`src/rtl/fw_tile_feeder.sv`:
```
// Tile-schedule read sequencer for the blocked Floyd-Warshall PE array: walks every round's
// tiles in dependency order, issues word reads, and streams the returned data with tile type.
module fw_tile_feeder #(
    parameter int N       = 16,
    parameter int B       = 4,
    parameter int L       = 2,
    parameter int WIDTH   = 8,
    parameter int AW      = 7,
    parameter int MAX_OUT = 4,
    localparam int T      = N / B,
    localparam int RW     = (T > 1) ? $clog2(T) : 1
) (
    input  logic               clk,
    input  logic               reset,
    input  logic               start,
    output logic               busy,
    output logic               done,
    output logic               err,
    output logic               mem_rd_en,
    output logic [AW-1:0]      mem_addr,
    input  logic [L*WIDTH-1:0] mem_rdata,
    input  logic               mem_rvalid,
    output logic               out_valid,
    output logic [L*WIDTH-1:0] dOut,
    output logic [1:0]         phase,
    output logic [RW-1:0]      round
);

    localparam logic [1:0] SELF_DEP   = 2'd0;
    localparam logic [1:0] DOUBLY_DEP = 2'd1;
    localparam logic [1:0] ROW_DEP    = 2'd2;
    localparam logic [1:0] COL_DEP    = 2'd3;

    localparam int WPR        = B / L;
    localparam int TILE_WORDS = B * B / L;
    localparam int BEATS      = 3 * TILE_WORDS;
    localparam int BW         = $clog2(BEATS);
    localparam int OCW        = $clog2(MAX_OUT + 1);
    localparam int TT         = T * T;
    localparam int TIW        = (TT > 1) ? $clog2(TT) : 1;

    typedef enum logic [1:0] {
        ST_IDLE  = 2'd0,
        ST_ISSUE = 2'd1,
        ST_DRAIN = 2'd2
    } state_t;

    // Word address of beat b of the current tile (i,j) in round k.
    function automatic logic [AW-1:0] word_addr(input logic [1:0] typ, input int k,
                                                input int i, input int j, input int b);
        int tr;
        int tc;
        int r;
        int c;
        int rb;
        tr = i;
        tc = j;
        rb = b;
        if (b >= 2 * TILE_WORDS) begin
            rb = b - 2 * TILE_WORDS;
            r  = rb / WPR;
            c  = rb % WPR;
        end else if (typ == DOUBLY_DEP) begin
            if (b < TILE_WORDS) begin
                tr = k;
                tc = j;
            end else begin
                tr = i;
                tc = k;
                rb = b - TILE_WORDS;
            end
            r = rb / WPR;
            c = rb % WPR;
        end else begin
            // Interleaved read: even row-halves come from A, odd ones from B.
            r = b / (2 * WPR);
            c = b % WPR;
            if (((b / WPR) % 2) == 0) begin
                tr = (typ == COL_DEP) ? i : k;
                tc = (typ == COL_DEP) ? j : k;
            end else begin
                tr = (typ == ROW_DEP) ? i : k;
                tc = (typ == ROW_DEP) ? j : k;
            end
        end
        return AW'((tr * B + r) * (N / L) + tc * WPR + c);
    endfunction

    function automatic int skip_next(input int x, input int k);
        int n;
        n = x + 1;
        if (n == k) begin
            n = n + 1;
        end else begin
            n = n;
        end
        return n;
    endfunction

    function automatic logic [1:0] tile_phase(input int idx);
        logic [1:0] p;
        if (idx == 0) begin
            p = SELF_DEP;
        end else if (idx < T) begin
            p = ROW_DEP;
        end else if (idx < 2 * T - 1) begin
            p = COL_DEP;
        end else begin
            p = DOUBLY_DEP;
        end
        return p;
    endfunction

    state_t           state_r, state_s;
    logic             busy_r, done_r, err_r, rd_en_r, out_valid_r;
    logic [AW-1:0]    addr_r, addr_s;
    logic [L*WIDTH-1:0] dout_r;
    logic [1:0]       phase_r;
    logic [OCW-1:0]   out_cnt_r;
    logic             issue_s, ret_s, stray_s, last_req_s, round_end_s, run_end_s;

    logic [RW-1:0]    q_k_r, q_i_r, q_j_r, q_k_s, q_i_s, q_j_s;
    logic [1:0]       q_type_r, q_type_s;
    logic [BW-1:0]    q_beat_r, q_beat_s;
    int               k_int_s, ni_s, nj_s, fo_s;

    logic [BW-1:0]    o_beat_r, o_beat_s;
    logic [TIW-1:0]   o_tile_r, o_tile_s;
    logic [RW-1:0]    o_round_r, o_round_s;

    assign busy      = busy_r;
    assign done      = done_r;
    assign err       = err_r;
    assign mem_rd_en = rd_en_r;
    assign mem_addr  = addr_r;
    assign out_valid = out_valid_r;
    assign dOut      = dout_r;
    assign phase     = phase_r;
    assign round     = o_round_r;

    assign issue_s = (state_r == ST_ISSUE) && (out_cnt_r < OCW'(MAX_OUT));
    assign ret_s   = mem_rvalid && (out_cnt_r != '0);
    assign stray_s = mem_rvalid && (out_cnt_r == '0);
    assign k_int_s = int'(q_k_r);
    assign ni_s    = skip_next(int'(q_i_r), k_int_s);
    assign nj_s    = skip_next(int'(q_j_r), k_int_s);
    assign fo_s    = (k_int_s == 0) ? 1 : 0;
    assign addr_s  = word_addr(q_type_r, k_int_s, int'(q_i_r), int'(q_j_r), int'(q_beat_r));

    // Request-side walk: beat within tile, tile within round, round within run.
    always_comb begin
        q_beat_s    = q_beat_r;
        q_k_s       = q_k_r;
        q_i_s       = q_i_r;
        q_j_s       = q_j_r;
        q_type_s    = q_type_r;
        round_end_s = 1'b0;
        last_req_s  = 1'b0;
        if (issue_s && (q_beat_r != BW'(BEATS - 1))) begin
            q_beat_s = q_beat_r + 1'b1;
        end else if (issue_s) begin
            q_beat_s = '0;
            case (q_type_r)
                SELF_DEP: begin
                    if (T == 1) begin
                        round_end_s = 1'b1;
                    end else begin
                        q_type_s = ROW_DEP;
                        q_j_s    = RW'(fo_s);
                    end
                end
                ROW_DEP: begin
                    if (nj_s < T) begin
                        q_j_s = RW'(nj_s);
                    end else begin
                        q_type_s = COL_DEP;
                        q_j_s    = q_k_r;
                        q_i_s    = RW'(fo_s);
                    end
                end
                COL_DEP: begin
                    if (ni_s < T) begin
                        q_i_s = RW'(ni_s);
                    end else begin
                        q_type_s = DOUBLY_DEP;
                        q_i_s    = RW'(fo_s);
                        q_j_s    = RW'(fo_s);
                    end
                end
                DOUBLY_DEP: begin
                    if (nj_s < T) begin
                        q_j_s = RW'(nj_s);
                    end else if (ni_s < T) begin
                        q_i_s = RW'(ni_s);
                        q_j_s = RW'(fo_s);
                    end else begin
                        round_end_s = 1'b1;
                    end
                end
                default: round_end_s = 1'b1;
            endcase
            if (round_end_s && (k_int_s == T - 1)) begin
                last_req_s = 1'b1;
                q_type_s   = SELF_DEP;
                q_k_s      = '0;
                q_i_s      = '0;
                q_j_s      = '0;
            end else if (round_end_s) begin
                q_type_s = SELF_DEP;
                q_k_s    = q_k_r + 1'b1;
                q_i_s    = q_k_r + 1'b1;
                q_j_s    = q_k_r + 1'b1;
            end else begin
                last_req_s = 1'b0;
            end
        end else begin
            q_beat_s = q_beat_r;
        end
    end

    // Request-side state transitions.
    always_comb begin
        state_s = state_r;
        case (state_r)
            ST_IDLE:  state_s = start ? ST_ISSUE : ST_IDLE;
            ST_ISSUE: state_s = last_req_s ? ST_DRAIN : ST_ISSUE;
            ST_DRAIN: state_s = run_end_s ? ST_IDLE : ST_DRAIN;
            default:  state_s = ST_IDLE;
        endcase
    end

    // Request-side registers, outstanding count and sticky error.
    always_ff @(posedge clk or posedge reset) begin
        if (reset) begin
            state_r   <= ST_IDLE;
            busy_r    <= 1'b0;
            rd_en_r   <= 1'b0;
            addr_r    <= '0;
            err_r     <= 1'b0;
            out_cnt_r <= '0;
            q_k_r     <= '0;
            q_i_r     <= '0;
            q_j_r     <= '0;
            q_type_r  <= SELF_DEP;
            q_beat_r  <= '0;
        end else begin
            state_r  <= state_s;
            busy_r   <= (state_s != ST_IDLE);
            rd_en_r  <= issue_s;
            q_k_r    <= q_k_s;
            q_i_r    <= q_i_s;
            q_j_r    <= q_j_s;
            q_type_r <= q_type_s;
            q_beat_r <= q_beat_s;
            if (issue_s) begin
                addr_r <= addr_s;
            end
            case ({issue_s, ret_s})
                2'b10:   out_cnt_r <= out_cnt_r + 1'b1;
                2'b01:   out_cnt_r <= out_cnt_r - 1'b1;
                default: out_cnt_r <= out_cnt_r;
            endcase
            if (stray_s) begin
                err_r <= 1'b1;
            end
        end
    end

    // Output-side position, advanced only by delivered beats.
    always_comb begin
        o_beat_s  = o_beat_r;
        o_tile_s  = o_tile_r;
        o_round_s = o_round_r;
        run_end_s = 1'b0;
        if (out_valid_r && (o_beat_r != BW'(BEATS - 1))) begin
            o_beat_s = o_beat_r + 1'b1;
        end else if (out_valid_r && (o_tile_r != TIW'(TT - 1))) begin
            o_beat_s = '0;
            o_tile_s = o_tile_r + 1'b1;
        end else if (out_valid_r && (o_round_r != RW'(T - 1))) begin
            o_beat_s  = '0;
            o_tile_s  = '0;
            o_round_s = o_round_r + 1'b1;
        end else if (out_valid_r) begin
            o_beat_s  = '0;
            o_tile_s  = '0;
            o_round_s = '0;
            run_end_s = 1'b1;
        end else begin
            run_end_s = 1'b0;
        end
    end

    // Output stream registers; phase follows the tile of the next beat to deliver.
    always_ff @(posedge clk or posedge reset) begin
        if (reset) begin
            out_valid_r <= 1'b0;
            dout_r      <= '0;
            phase_r     <= SELF_DEP;
            o_beat_r    <= '0;
            o_tile_r    <= '0;
            o_round_r   <= '0;
            done_r      <= 1'b0;
        end else begin
            out_valid_r <= ret_s;
            if (ret_s) begin
                dout_r <= mem_rdata;
            end
            o_beat_r  <= o_beat_s;
            o_tile_r  <= o_tile_s;
            o_round_r <= o_round_s;
            phase_r   <= tile_phase(int'(o_tile_s));
            done_r    <= run_end_s;
        end
    end

endmodule
```
`config.mk`:
```
export PLATFORM = sky130hd
export DESIGN_NAME = fw_tile_feeder
export DESIGN_NICKNAME = d
export VERILOG_FILES = /design/src/rtl/fw_tile_feeder.sv
export SDC_FILE = /design/constraint.sdc
export NUM_CORES = 1
export LEC_CHECK = 0
export CAP_MARGIN = 20
export CORE_ASPECT_RATIO = 0.6
export CORE_MARGIN = 10
export CORE_UTILIZATION = 51
export CTS_BUF_LIST = sky130_fd_sc_hd__clkbuf_4
export DETAILED_ROUTE_END_ITERATION = 6
export GPL_ROUTABILITY_DRIVEN = 0
export PLACE_DENSITY = 0.91
export RECOVER_POWER = 50
export SLEW_MARGIN = 20
export SYNTH_ARGS = -nofsm -noshare
export SYNTH_HDL_FRONTEND = slang
export SYNTH_SLANG_ARGS = --single-unit
```
`constraint.sdc`:
```
create_clock -name clk -period 2.3 [get_ports clk]
set_input_delay 0.46 -clock clk [delete_from_list [all_inputs] [get_ports clk]]
set_output_delay 0.46 -clock clk [all_outputs]
set_load 0.03 [all_outputs]
```
## Word level (Yosys, flattened, before mapping)

Cells that the tools add are included.

- Output and inout bits: 32
- Bits in registers: 59
- Input bits: 20

- Order comparisons: 7
- Muxes and demuxes: 75
- $add $sub $neg: 18
- Equal/unequal tests: 19
- Bitwise gates (word level): 5
- Reduce and logical (&&, ||, !) cells: 28

Operator list:

| cell | count |
|---|---|
| $mux W32 | 3 |
| $mux W2 | 37 |
| $logic_not A32 Y1 | 2 |
| $lt A32 B4 Y1 const B | 2 |
| $mux W4 | 8 |
| $mux W5 | 6 |
| $pmux W2 S3 | 3 |
| $add A7 B7 Y7 | 2 |
| $mux W1 | 14 |
| $mux W7 | 2 |
| $ne A4 B2 Y1 const B | 3 |
| $add A5 B1 Y5 const B | 2 |
| $ne A5 B5 Y1 const B | 2 |
| $reduce_bool A2 Y1 | 5 |
| $reduce_bool A5 Y1 | 2 |
| $add A3 B1 Y4 const B | 2 |
| $add A4 B1 Y4 | 2 |
| $eq A2 B1 Y1 const B | 4 |
| $eq A2 B2 Y1 const B | 4 |
| $logic_and A1 B1 Y1 | 8 |
| $lt A4 B3 Y1 const B | 2 |
| $pmux W2 S4 | 1 |
| $add A2 B1 Y3 const B | 2 |
| $eq A3 B2 Y1 | 2 |
| 26 further kinds | 32 |

## Depth between registers and ports, before layout

- Word-level depth: 16
- Mapped depth: 15
- Gate-level depth less buffers: 15

## Worst setup path after synthesis

OpenSTA, ideal clock, no wires.

- Kind: flip-flop to flip-flop
- From: register q_beat_r[4]
- To: register addr_r[6], in the netlist mem_addr[6]
- Data required time: 2.175 ns
- Arrival time: 2.292 ns
- Clock period less this slack: 2.417 ns
- Cell stages (with the launch flop): 11
- Setup slack: -0.117 ns
- Cell sequence: dfrtp_1 clkbuf_1 nor2b_1 ha_1 ha_1 xor2_1 and2_1 ha_1 xor2_1 xnor3_1 mux2_2

- Longest elaborated chain between the ends: 11
- Elaborated cells on any way between the ends: 24
- Classes of those cells: add/sub: 7; order compare: 2; mux: 13; bitwise: 2

RTL lines:

| what | RTL line | source |
|---|---|---|
| start: declaration | 124 | `logic [BW-1:0] q_beat_r, q_beat_s;` |
| start signal: assignment | 254 | `q_beat_r <= q_beat_s;` |
| $sub A5 B4 Y6 / $lt A5 B4 Y1 (equally long branches) | 70, 64 |  |
| $mux W32 | 64 | `if (b < TILE_WORDS) begin` |
| $mux W32 | 63 | `end else if (typ == DOUBLY_DEP) begin` |
| $mux W32 | 59 | `if (b >= 2 * TILE_WORDS) begin` |
| $and A1 B1 Y1 (no line) | n/a |  |
| $add A4 B1 Y4 (no line) | n/a |  |
| $mux W4 | 63 |  |
| $mux W4 | 59 |  |
| $add A4 B4 Y4 | 86 | `return AW'((tr * B + r) * (N / L) + tc * WPR + c);` |
| $add A7 B7 Y7 | 86 |  |
| $add A7 B7 Y7 * | 86 |  |
| end signal: assignment | 256 | `addr_r <= addr_s;` |
| end: declaration | 116 | `logic [AW-1:0] addr_r, addr_s;` |

Every way passes the cells marked *; elsewhere a longest branch is shown, timed or not. The select of a mux whose other input is x is not followed.
A chain may end at the register's enable or synchronous reset.

## Worst setup path after layout

- From: register q_type_r[1]
- To: register addr_r[6], in the netlist mem_addr[6]

- Longest elaborated chain between the ends: 8
- Elaborated cells on any way between the ends: 20
- Classes of those cells: add/sub: 3; eq/ne: 3; mux: 14

RTL lines:

| what | RTL line | source |
|---|---|---|
| start: declaration | 123 | `logic [1:0] q_type_r, q_type_s;` |
| start signal: assignment | 253 | `q_type_r <= q_type_s;` |
| $eq A2 B2 Y1 (on tied branches) | n/a |  |
| $mux W2 (on tied branches) | 82, 79 |  |
| $mux W2 | 78 | `if (((b / WPR) % 2) == 0) begin` |
| $mux W2 | 63 |  |
| $mux W2 | 59 |  |
| $add A4 B4 Y4 | 86 |  |
| $add A7 B7 Y7 | 86 |  |
| $add A7 B7 Y7 * | 86 |  |

Every way passes the cells marked *; elsewhere a longest branch is shown, timed or not.

==> metrics.md <==
| Metric | Value |
|---|---|
| Outcome | complete, but fails checks |
| Failing checks | setup timing |
| Ports | 52 |
| Root buf cell | clkbuf_4 |
| Setup-failing EPs final | 2 |
| Clock sink total | 59 |
| Largest net degree at the start of global routing | 37 |
| EDFF count, synth | 0 |
| Residual DRC | 0 |
| Worst Hold Path Cells | 1 |
| Critical path arrival | 2.72 ns |
| Yosys cell types | 52 |
| WL/cell | 16.2 um |
| Die area | 10400 um2 |
| M1 wire length | 3830 um |
| Critical path capture point type | flip-flop |
| Placed instance area | 4140 um2 |
| Post-place setup slack | -0.00200 ns |
| Layout cell share with drive strength beyond 1 | 17.4% |
| Clock power share | 13.5% |
| Die width | 125 um |
| Post-DR vias/cell | 5.36 |
| DR WL met2 | 3910 um |
| 1st-pass router iterations | 4 |
| Syn-to-layout area delta | 30.4% |
| Yosys warns | 0 |
| Total gr overflow | 0 |
| First-pass GRT wire length | 14500 um |
| Number of hold violations in the final report | 0 |
| Tot Pwr | 4650 uW |
| Power share of the combinational group | 51.8% |
| CP startpoint kind | flip-flop |
| Vias in the first global route | 2929 |
| Design Area, Final | 4410 um2 |
| Switching Share | 42.2% |
| Max-slew violations | 0 |
| Min-delay worst type | reg2reg |
| Worst slew pin tran | 0.877 ns |
| Sequential share of power | 34.6% |
| Most common cell after layout, fill and taps aside | nand2_1 |
| Initial core utilization | 53.9% |
| DRT antenna net count | 0 |
| IO buf count | 51 |
| Mapped cell area | 3380 um2 |
| Max-Slew Margin vs Limit | 41.5% |
| Die Ht | 83.1 um |
| Fin crit period | 2.39 ns |
| Yosys reg bits | 59 |
| Total track usage | 16.9% |
| RSZ-0062 raised after global routing | yes |
| Max-cap viol count | 0 |
| WS Path Type | reg2reg |
| Most frequent cells in the layout | nand2_1 (81), dfrtp_1 (56), clkdlybuf4s50_1 (50) |
| Ys flop type | dfrtp_1 |
| Worst-path fanout max | 4 |
| Mean Syn Cell Area | 9.53 um2 |
| HPWL Detailed | 6410 um |
| Sequential-to-total area share from yosys stat | 43.7% |
| Yosys top cell by area | dfrtp_1 |
| Worst Setup Slack, final | -0.0908 ns |
| CTS Buffer Depth | 2 |
| Tcrit/Tclk final | 104% |
| CTS tree | built |
| Initial antenna violation count | 0 |
| Nets | 488 |
| Synth top area cells | dfrtp_1 (44%), nand2_1 (9.0%), ha_1 (8.5%) |
| Met3 routed WL | 787 um |
| Internal | 2690 uW |
| Synth top area share | 43.7% |
| FF-to-FF path depth | 9 |
| Fmax | 0.418 GHz |
| Psw | 1960 uW |
| Cell Pwr Density | 1050 nW/um2 |
| Instance count of the mapped netlist | 355 |
| Worst-path clk slew | 0.11 ns |
| Critical path required time | 2.63 ns |
| Peak VDD IR | 775 uV |
| Antenna diode count | 0 |
| Placement Rows | 22 |
| Via count | 2850 |
| Worst skew pair latency | 0.43 ns |
| Clk_skew | 0.0140 ns |
| Top sig layer | met4 |
| Core area | 6280 um2 |
| Leakage | 0.00209 uW |
| Initial DRC Count | 224 |
| Async S/R FF share, synth | 100% |
| Final wirelength | 8590 um |
| Clock H-tree levels | 3 |
| CTS buffer count | 9 |
cell usage after synthesis, types with 2 or more instances:
cell type,n
a22o_1,2
and3_1,2
a21boi_0,2
nor2b_1,3
conb_1,2
or3_1,4
ha_1,23
a211oi_1,4
nand2_1,81
a31oi_4,2
nand4_1,5
nor3_1,3
a21o_1,7
xor2_1,9
buf_2,3
fa_1,2
o31a_1,2
dfrtp_1,59
inv_1,23
a31oi_1,6
nand3_1,7
mux2i_1,7
or2_2,2
a21oi_1,12
nor2_1,14
mux2_2,7
clkbuf_1,6
nand2b_1,3
o21ai_0,24
o21bai_1,2
and4b_1,2
nor3b_1,2
xnor2_1,4
metal layers:
| layer | track usage (%) | vias up |
|---|---|---|
| met4 | 4.35 | 0 |
| met1 | 20.7 | 1374 |
| li1 | - | 1376 |
| met2 | 25.0 | 91 |
| met3 | 9.39 | 9 |
| met5 | 0 | - |
sequential cells by signal, indices dropped and copies added (netlist names), 2 cells and up:
name       count
dOut          16
mem_addr       7
o_beat_r       5
q_beat_r       5
o_tile_r       4
out_cnt_r      3
phase          2
q_i_r          2
q_j_r          2
q_k_r          2
q_type_r       2
round          2
state_r        2
worst max-delay path: stages (launching register included):
cell	delay, ns
dfrtp_2	0.47
ha_4	0.18
mux2i_2	0.19
nand2_1	0.13
a21oi_2	0.17
mux2i_1	0.25
ha_2	0.21
xor2_1	0.17
xnor3_1	0.24
mux2_4	0.26
path summary, 6_finish.rpt:
kind,startpoint,to,slack [ns]
worst max register to register,q_type_r[1],mem_addr[6],-0.09
worst max-delay path,q_type_r[1],mem_addr[6],-0.09
worst min register to register,err,err,0.47
min in group asynchronous,reset,q_beat_r[2],0.53
worst min-delay path,err,err,0.47
max in group asynchronous,reset,q_i_r[0],0.44
power groups by stage:
stage          Clock [uW]  Sequential (uW)  Combinational, uW
2_1_floorplan           0             1930               1160
3_3_place_gp            0             1590               2210
3_5_place_dp            0             1620               2310
4_1_cts               648             1600               2350
5_1_grt               706             1650               2640
6_report              629             1610               2410
kinds of logic after synthesis:
group | share of synthesized area [%]
compound gates | 13.9
buf+inv | 4.44
mux | 4.74
flops | 43.7
simple gates | 18.1
fa+ha+maj | 9.69
xor+xnor | 5.33
other cells | 0.222
timing repair:
item | 4_1_cts | 5_1_grt
hold buffers | 0 | 0
buffers inserted | 8 | 4
gates resized for setup | 7 | 13
pin swaps | 3 | 6
setup endpoints to repair | 3 | 8
layout make-up:
type / count / area [um2]
clock buffer: 12 / 90.1
clock inverter: 4 / 17.5
fill: 466 / 1870
inverter: 24 / 90.1
multi-input combinational: 264 / 1870
sequential: 59 / 1480
tap: 84 / 105
timing repair buffer: 85 / 756
per-stage QoR:
step	std cells	hold WS [ns]	TNS (ns)	util, %
after global placement	504	0.440	0	65.9
after CTS	528	0.303	-0.00711	69.2
after detailed placement	504	0.447	-0.00200	65.9
final	532	0.468	-0.0998	70.3
after floorplan	359	0.449	0	-
after global routing	532	0.508	-0.417	70.3
Note: power is estimated with default switching activity, not from simulation.
